<file path="config.mk">
export PLATFORM = sky130hd
export DESIGN_NAME = data_mem_arbiter
export DESIGN_NICKNAME = d
export VERILOG_FILES = /design/src/rtl/avr_pkg.sv /design/src/rtl/rr_arb2.sv /design/src/rtl/data_mem_arbiter.sv
export SDC_FILE = /design/constraint.sdc
export NUM_CORES = 1
export LEC_CHECK = 0
export ABC_AREA = 1
export ABC_CLOCK_PERIOD_IN_PS = 1200
export BUFFER_PORTS_ARGS = -buffer_cell sky130_fd_sc_hd__buf_2
export CAP_MARGIN = 15
export CORE_MARGIN = 4
export CORE_UTILIZATION = 36
export DETAILED_ROUTE_END_ITERATION = 16
export PLACE_DENSITY = 0.76
export SLEW_MARGIN = 20
export SYNTH_ARGS = -nofsm -noshare
export SYNTH_HDL_FRONTEND = slang
export SYNTH_SLANG_ARGS = --single-unit
</file>
<file path="constraint.sdc">
create_clock -name CLK -period 1.2 [get_ports CLK]
set_input_delay 0.06 -clock CLK [delete_from_list [all_inputs] [get_ports CLK]]
set_output_delay 0.06 -clock CLK [all_outputs]
set_load 0.005 [all_outputs]
</file>
<file path="src/rtl/avr_pkg.sv">
// Shared definitions for the data-memory arbiter: FSM states, requester IDs
// and the default memory geometry.
package avr_pkg;

  typedef enum logic {
    ARB  = 1'b0,
    LOCK = 1'b1
  } arb_state_e;

  typedef enum logic {
    REQ_CPU = 1'b0,
    REQ_DMA = 1'b1
  } req_id_e;

  localparam int unsigned MEM_AW_DEFAULT   = 11;
  localparam int unsigned MAX_WAIT_DEFAULT = 8;

endpackage

</file>
<file path="src/rtl/rr_arb2.sv">
// Two-way round-robin arbiter. Bit index of req_i/gnt_o is the requester ID.
// A single requester always wins; on contention the one not granted last wins.
module rr_arb2
  import avr_pkg::*;
(
  input  logic       clk,
  input  logic       rst,
  input  logic [1:0] req_i,
  input  logic       dma_only_i,
  input  logic       set_last_dma_i,
  output logic [1:0] gnt_o
);

  req_id_e last_grant_q, last_grant_d;

  // NOTE: every signal written in always_comb gets a default first so no latch is inferred.
  always_comb begin
    gnt_o = 2'b00;
    if (dma_only_i) begin
      gnt_o[REQ_DMA] = req_i[REQ_DMA];
    end else if (req_i == 2'b11) begin
      gnt_o = (last_grant_q == REQ_DMA) ? 2'b01 : 2'b10;
    end else begin
      gnt_o = req_i;
    end
  end

  always_comb begin
    last_grant_d = last_grant_q;
    if (set_last_dma_i || gnt_o[REQ_DMA]) begin
      last_grant_d = REQ_DMA;
    end else if (gnt_o[REQ_CPU]) begin
      last_grant_d = REQ_CPU;
    end
  end

  // NOTE: sequential state uses non-blocking assignments only.
  always_ff @(posedge clk) begin
    if (rst) begin
      last_grant_q <= REQ_DMA;
    end else begin
      last_grant_q <= last_grant_d;
    end
  end

endmodule

</file>
<file path="src/rtl/data_mem_arbiter.sv">
// CPU/DMA arbiter for a single-port byte-wide data memory: combinational
// grant, one access per cycle, read data returned one cycle after the grant.
module data_mem_arbiter
  import avr_pkg::*;
#(
  parameter int unsigned MEM_AW   = MEM_AW_DEFAULT,
  parameter int unsigned MAX_WAIT = MAX_WAIT_DEFAULT
) (
  input  logic              CLK,
  input  logic              RST,
  input  logic              cpu_req,
  input  logic              cpu_we,
  input  logic [15:0]       cpu_addr,
  input  logic [7:0]        cpu_wdata,
  output logic [7:0]        cpu_rdata,
  output logic              cpu_rvalid,
  output logic              cpu_stall,
  input  logic              dma_req,
  input  logic              dma_we,
  input  logic              dma_lock,
  input  logic [15:0]       dma_addr,
  input  logic [7:0]        dma_wdata,
  output logic [7:0]        dma_rdata,
  output logic              dma_rvalid,
  output logic              dma_gnt,
  output logic [MEM_AW-1:0] mem_addr,
  output logic              mem_we,
  output logic [7:0]        mem_wdata,
  input  logic [7:0]        mem_rdata,
  output logic              addr_err
);

  localparam int unsigned    WCW        = $clog2(MAX_WAIT + 1);
  localparam logic [WCW-1:0] WAIT_LIMIT = WCW'(MAX_WAIT);

  arb_state_e        state_q, state_d;
  logic [WCW-1:0]    wait_cnt_q, wait_cnt_d, wait_inc;
  logic [1:0]        req, gnt;
  logic              dma_only, set_last_dma;
  logic              cpu_granted, dma_granted, any_gnt;
  logic [15:0]       sel_addr;
  logic              sel_we, sel_oob;
  logic [7:0]        sel_wdata;
  logic [MEM_AW-1:0] mem_addr_q;
  logic              cpu_rv_q, dma_rv_q, oob_q;

  // Nothing is granted while in reset, so no read can be in flight afterwards.
  assign req = {dma_req, cpu_req} & {2{~RST}};

  rr_arb2 u_rr_arb2 (
    .clk           (CLK),
    .rst           (RST),
    .req_i         (req),
    .dma_only_i    (dma_only),
    .set_last_dma_i(set_last_dma),
    .gnt_o         (gnt)
  );

  assign cpu_granted = gnt[REQ_CPU];
  assign dma_granted = gnt[REQ_DMA];
  assign any_gnt     = cpu_granted | dma_granted;

  always_comb begin
    sel_addr  = cpu_addr;
    sel_we    = cpu_we;
    sel_wdata = cpu_wdata;
    if (dma_granted) begin
      sel_addr  = dma_addr;
      sel_we    = dma_we;
      sel_wdata = dma_wdata;
    end
  end

  assign sel_oob   = (sel_addr >> MEM_AW) != 16'd0;
  assign mem_addr  = any_gnt ? sel_addr[MEM_AW-1:0] : mem_addr_q;
  assign mem_we    = any_gnt & sel_we & ~sel_oob;
  assign mem_wdata = any_gnt ? sel_wdata : 8'h00;

  assign wait_inc = wait_cnt_q + WCW'(cpu_req);

  always_comb begin
    state_d      = state_q;
    wait_cnt_d   = '0;
    dma_only     = 1'b0;
    set_last_dma = 1'b0;
    case (state_q)
      ARB: begin
        if (dma_granted && dma_lock) begin
          // The locking grant itself is the first cycle a requesting CPU waits.
          wait_cnt_d = WCW'(cpu_req);
          if (wait_cnt_d == WAIT_LIMIT) begin
            set_last_dma = 1'b1;
          end else begin
            state_d = LOCK;
          end
        end
      end
      LOCK: begin
        dma_only = 1'b1;
        if (wait_inc == WAIT_LIMIT) begin
          state_d      = ARB;
          set_last_dma = 1'b1;
        end else if (!dma_req || !dma_lock) begin
          state_d = ARB;
        end else begin
          wait_cnt_d = wait_inc;
        end
      end
      default: state_d = ARB;
    endcase
  end

  // NOTE: mem_addr_q is a plain register, not storage, so it is reset for a clean idle bus.
  always_ff @(posedge CLK) begin
    if (RST) begin
      state_q    <= ARB;
      wait_cnt_q <= '0;
      mem_addr_q <= '0;
      cpu_rv_q   <= 1'b0;
      dma_rv_q   <= 1'b0;
      oob_q      <= 1'b0;
    end else begin
      state_q    <= state_d;
      wait_cnt_q <= wait_cnt_d;
      if (any_gnt) begin
        mem_addr_q <= sel_addr[MEM_AW-1:0];
      end
      cpu_rv_q <= cpu_granted & ~cpu_we;
      dma_rv_q <= dma_granted & ~dma_we;
      oob_q    <= any_gnt & sel_oob;
    end
  end

  assign cpu_rvalid = cpu_rv_q & ~RST;
  assign dma_rvalid = dma_rv_q & ~RST;
  assign addr_err   = oob_q & ~RST;
  assign cpu_rdata  = (cpu_rvalid & ~oob_q) ? mem_rdata : 8'h00;
  assign dma_rdata  = (dma_rvalid & ~oob_q) ? mem_rdata : 8'h00;
  assign cpu_stall  = cpu_req & ~cpu_granted & ~RST;
  assign dma_gnt    = dma_granted;

endmodule

</file>
==> reports/metrics.cfg <==
[run_status]
outcome=complete, but fails checks
violations_in_the_final_reports=negative setup slack

[drt]
routed_wl_mm=4.56
antenna_violating_nets_post_route=0
drt-pass1-iter-count=4
drcViolationCount=0
detail_route.iter0.violations=76
detailroute.via_count=1820
drt-vias-per-instance=4.56
routed_wire_length_per_instance_microns=11.4

[synth]
netlist_area_before_placement_sq_um=1390
synthesis.instances=228
syn_nets=293
count_of_distinct_cell_types_in_the_synthesized_netlist=29
postSynthRegisterBits=20
synth_async_sr_flop_share=0
syn_avg_cell_area_sq_um=6.11
ys_warn_count=0
synth_edf_count=0
synth-seq-area-share=0.288
most_common_flop_cell_mapped_by_yosys=sky130_fd_sc_hd__dfxtp_1

[critical_path]
regToRegEndpoint=mem_addr_q[6]$_SDFF_PP0_
worst-setup-path-type=flop to flop
critPathLaunchType=flop
critical_path.max_stage_delay_ns=0.36
path_depth=11
critical_path_arrival_ns=1.76
critical_path_peak_fanout=10
slowest_cell_on_crit_path=sky130_fd_sc_hd__dfxtp_4
cp.buffers_inverters=5
r2r_setup_slk_ns=-0.37
critical_path.startpoint=state_q$_SDFF_PP0_
r2r-start=state_q$_SDFF_PP0_
worstSetupEndpointType=flop
critical_path_required_ns=1.39
worst_path_most_repeated_cell=sky130_fd_sc_hd__buf_4
worstPathCellList=nor2_8 > nand3_4 > nand2_4 > buf_12 > nand3_1 > inv_2 > nor2_2 > buf_4 > buf_4 > buf_4 > nor2_1
timing.critical_path.max_delay_family=buffers and inverters
timing.reg2reg.worst_path_depth=11

[place]
place.detailed.instances=388
dpl.hpwl_mm=3.41
globalplace.congestion=0.766
port_buffers=103
pre_cts_ws_ns=-0.0977

[min_path]
hold_path_class=input port to flop
hold_critical_path_depth=3
worst_hold_path.endpoint=wait_cnt_q[0]$_SDFF_PP0_
hold_start=dma_lock

[timing]
grt_setup_unrepaired=true
setup-tns-final_ns=-6.59
fin_crit_sh=1.30
min_period_ns=1.57
maxSlewHeadroom=0.777
timing.hold.ws_ns=0.0976
finalSetupViolCount=27
timing.final.hold_violations=0
timing.final.max_slew_violations=0
fin_skew_ns=0.00201
achievable-frequency_mhz=639
final.setup.worst_slack_ns=-0.366
worstMarginPinSlew_ns=0.333

[cts]
cts_root_buffer=sky130_fd_sc_hd__clkbuf_8
insertion_delay_ns=0.25
ctsHtreeMaxLevel=1
cts_tree=yes
clk_pin_slew_ns=0.07
cts.path.max_buffers=2
cts_sinks=20
numCtsBuffers=3

[finish]
post_layout_cell_count=399
flow.area_growth_from_synthesis_pct=70.2
final_layout_size_suffix_gt1_frac=0.530
layout.core_utilization=0.642
antenna_cells_inserted=0
most-common-layout-cells=103 x sky130_fd_sc_hd__buf_2, 47 x sky130_fd_sc_hd__nor2_1, 32 x sky130_fd_sc_hd__nand3_1, 29 x sky130_fd_sc_hd__inv_1, 22 x sky130_fd_sc_hd__nand2_1
final_common_cell=sky130_fd_sc_hd__buf_2
layout.nets=418

[global_route]
globalRoute.totalOverflow=0
grt.total_usage=0.181
antenna_found_initial=0
grt_start_max_net_pins=13
first_global_vias=1740
grt_pass1_wl_mm=7.43

[flow_run]
maxCapViolations=0

[pwr]
max-vdd-ir-drop_mv=0.760
power-per-cell-area_nw_per_um2=748
cell_leakage_power_nw=1.36

[floorplan]
initial_cell_density_of_the_core=0.378
boundaryPins=104
fp.dieW_microns=70.2
floorplan.die.height_microns=70.2
std_cell_rows=22
die_area_sq_um=4930
core_region_area_sq_um=3690

[metal layers]
metal | GRT usage | share of wire | wire length (microns)
met5 | 0 | 0 | 0
met4 | 0.0404 | 0.0020 | 9
met3 | 0.0547 | 0.089 | 405
met2 | 0.348 | 0.53 | 2430
met1 | 0.190 | 0.38 | 1720
[worst min-delay path: stages]
cell                      delay [ns]
sky130_fd_sc_hd__buf_2          0.11
sky130_fd_sc_hd__nand4_1        0.08
sky130_fd_sc_hd__a21oi_1        0.06
[state kept, by name, summed over array words and instances, names as in the netlist]
name / flops
mem_addr_q: 11
state_q: 1
dma_rv_q: 1
oob_q: 1
u_rr_arb2.last_grant_q: 1
wait_cnt_q: 4
cpu_rv_q: 1
[Yosys cell counts, types with 2 or more instances]
master                      n  area share
sky130_fd_sc_hd__inv_1     32       0.086
sky130_fd_sc_hd__clkinv_1   5       0.013
sky130_fd_sc_hd__o21ai_0    9       0.032
sky130_fd_sc_hd__nor2_4     2       0.016
sky130_fd_sc_hd__or2_2      3       0.013
sky130_fd_sc_hd__nor2_1    57        0.15
sky130_fd_sc_hd__buf_2      3       0.011
sky130_fd_sc_hd__inv_2      6       0.016
sky130_fd_sc_hd__nand2_1   29       0.078
sky130_fd_sc_hd__a21oi_1    2      0.0072
sky130_fd_sc_hd__nor2_2     5       0.022
sky130_fd_sc_hd__buf_6      3       0.024
sky130_fd_sc_hd__ha_1       2       0.018
sky130_fd_sc_hd__nand3_1   35        0.13
sky130_fd_sc_hd__dfxtp_1   20        0.29
sky130_fd_sc_hd__nor3_1     2      0.0072
[layout make-up]
class	count	area, sq um
clock buffers	3	41.3
fillers	330	1320
inverters	43	161
multi-input cells	158	958
flip-flops and latches	20	410
well taps	48	60.1
repair buffers	127	738
[report_power, final]
part	internal, mW	total, mW	switching (mW)
Combinational	0.311	0.626	0.316
Clock	0.223	0.431	0.208
Sequential	0.701	0.715	0.0146
Total	1.23	1.77	0.538
[timing repair]
item	in CTS	in global routing
endpoints found under the setup margin	48	55
pin swaps	7	8
hold buffers	1	0
cloned	1	0
gates resized for setup	26	27
setup buffers	2	4
hold endpoints to repair	1	0
[metrics by stage]
| stage | cell area, sq um | power (mW) |
|---|---|---|
| final | 2370 | 1.77 |
| after global routing | 2370 | 1.89 |
| after CTS | 2230 | 1.76 |
| after detailed placement | 2060 | 1.28 |
| after global placement | 2060 | 1.27 |
| after floorplan | 1390 | 1.02 |
[how the worst max path moves through the flow]
| stage | end | slack, ns |
|---|---|---|
| global placement | mem_addr[5] | -0.08 |
| global route | mem_addr_q[6]$_SDFF_PP0_ | -0.44 |
| floorplan | state_q$_SDFF_PP0_ | 0.01 |
| finish | mem_addr_q[6]$_SDFF_PP0_ | -0.37 |
| CTS | mem_we | -0.31 |
| detailed placement | mem_addr[5] | -0.1 |
[logic make-up (layout without fill, tap and decap cells)]
kind of cell,count (synthesis),in the layout,share of synthesized area
compound gates,12,12,0.0449
xor+xnor,2,2,0.0126
fa+ha+maj,2,2,0.0180
buf+inv,51,173,0.159
flops,20,20,0.288
simple gates,141,142,0.478
No activity file was read; power rests on OpenSTA's default activity.
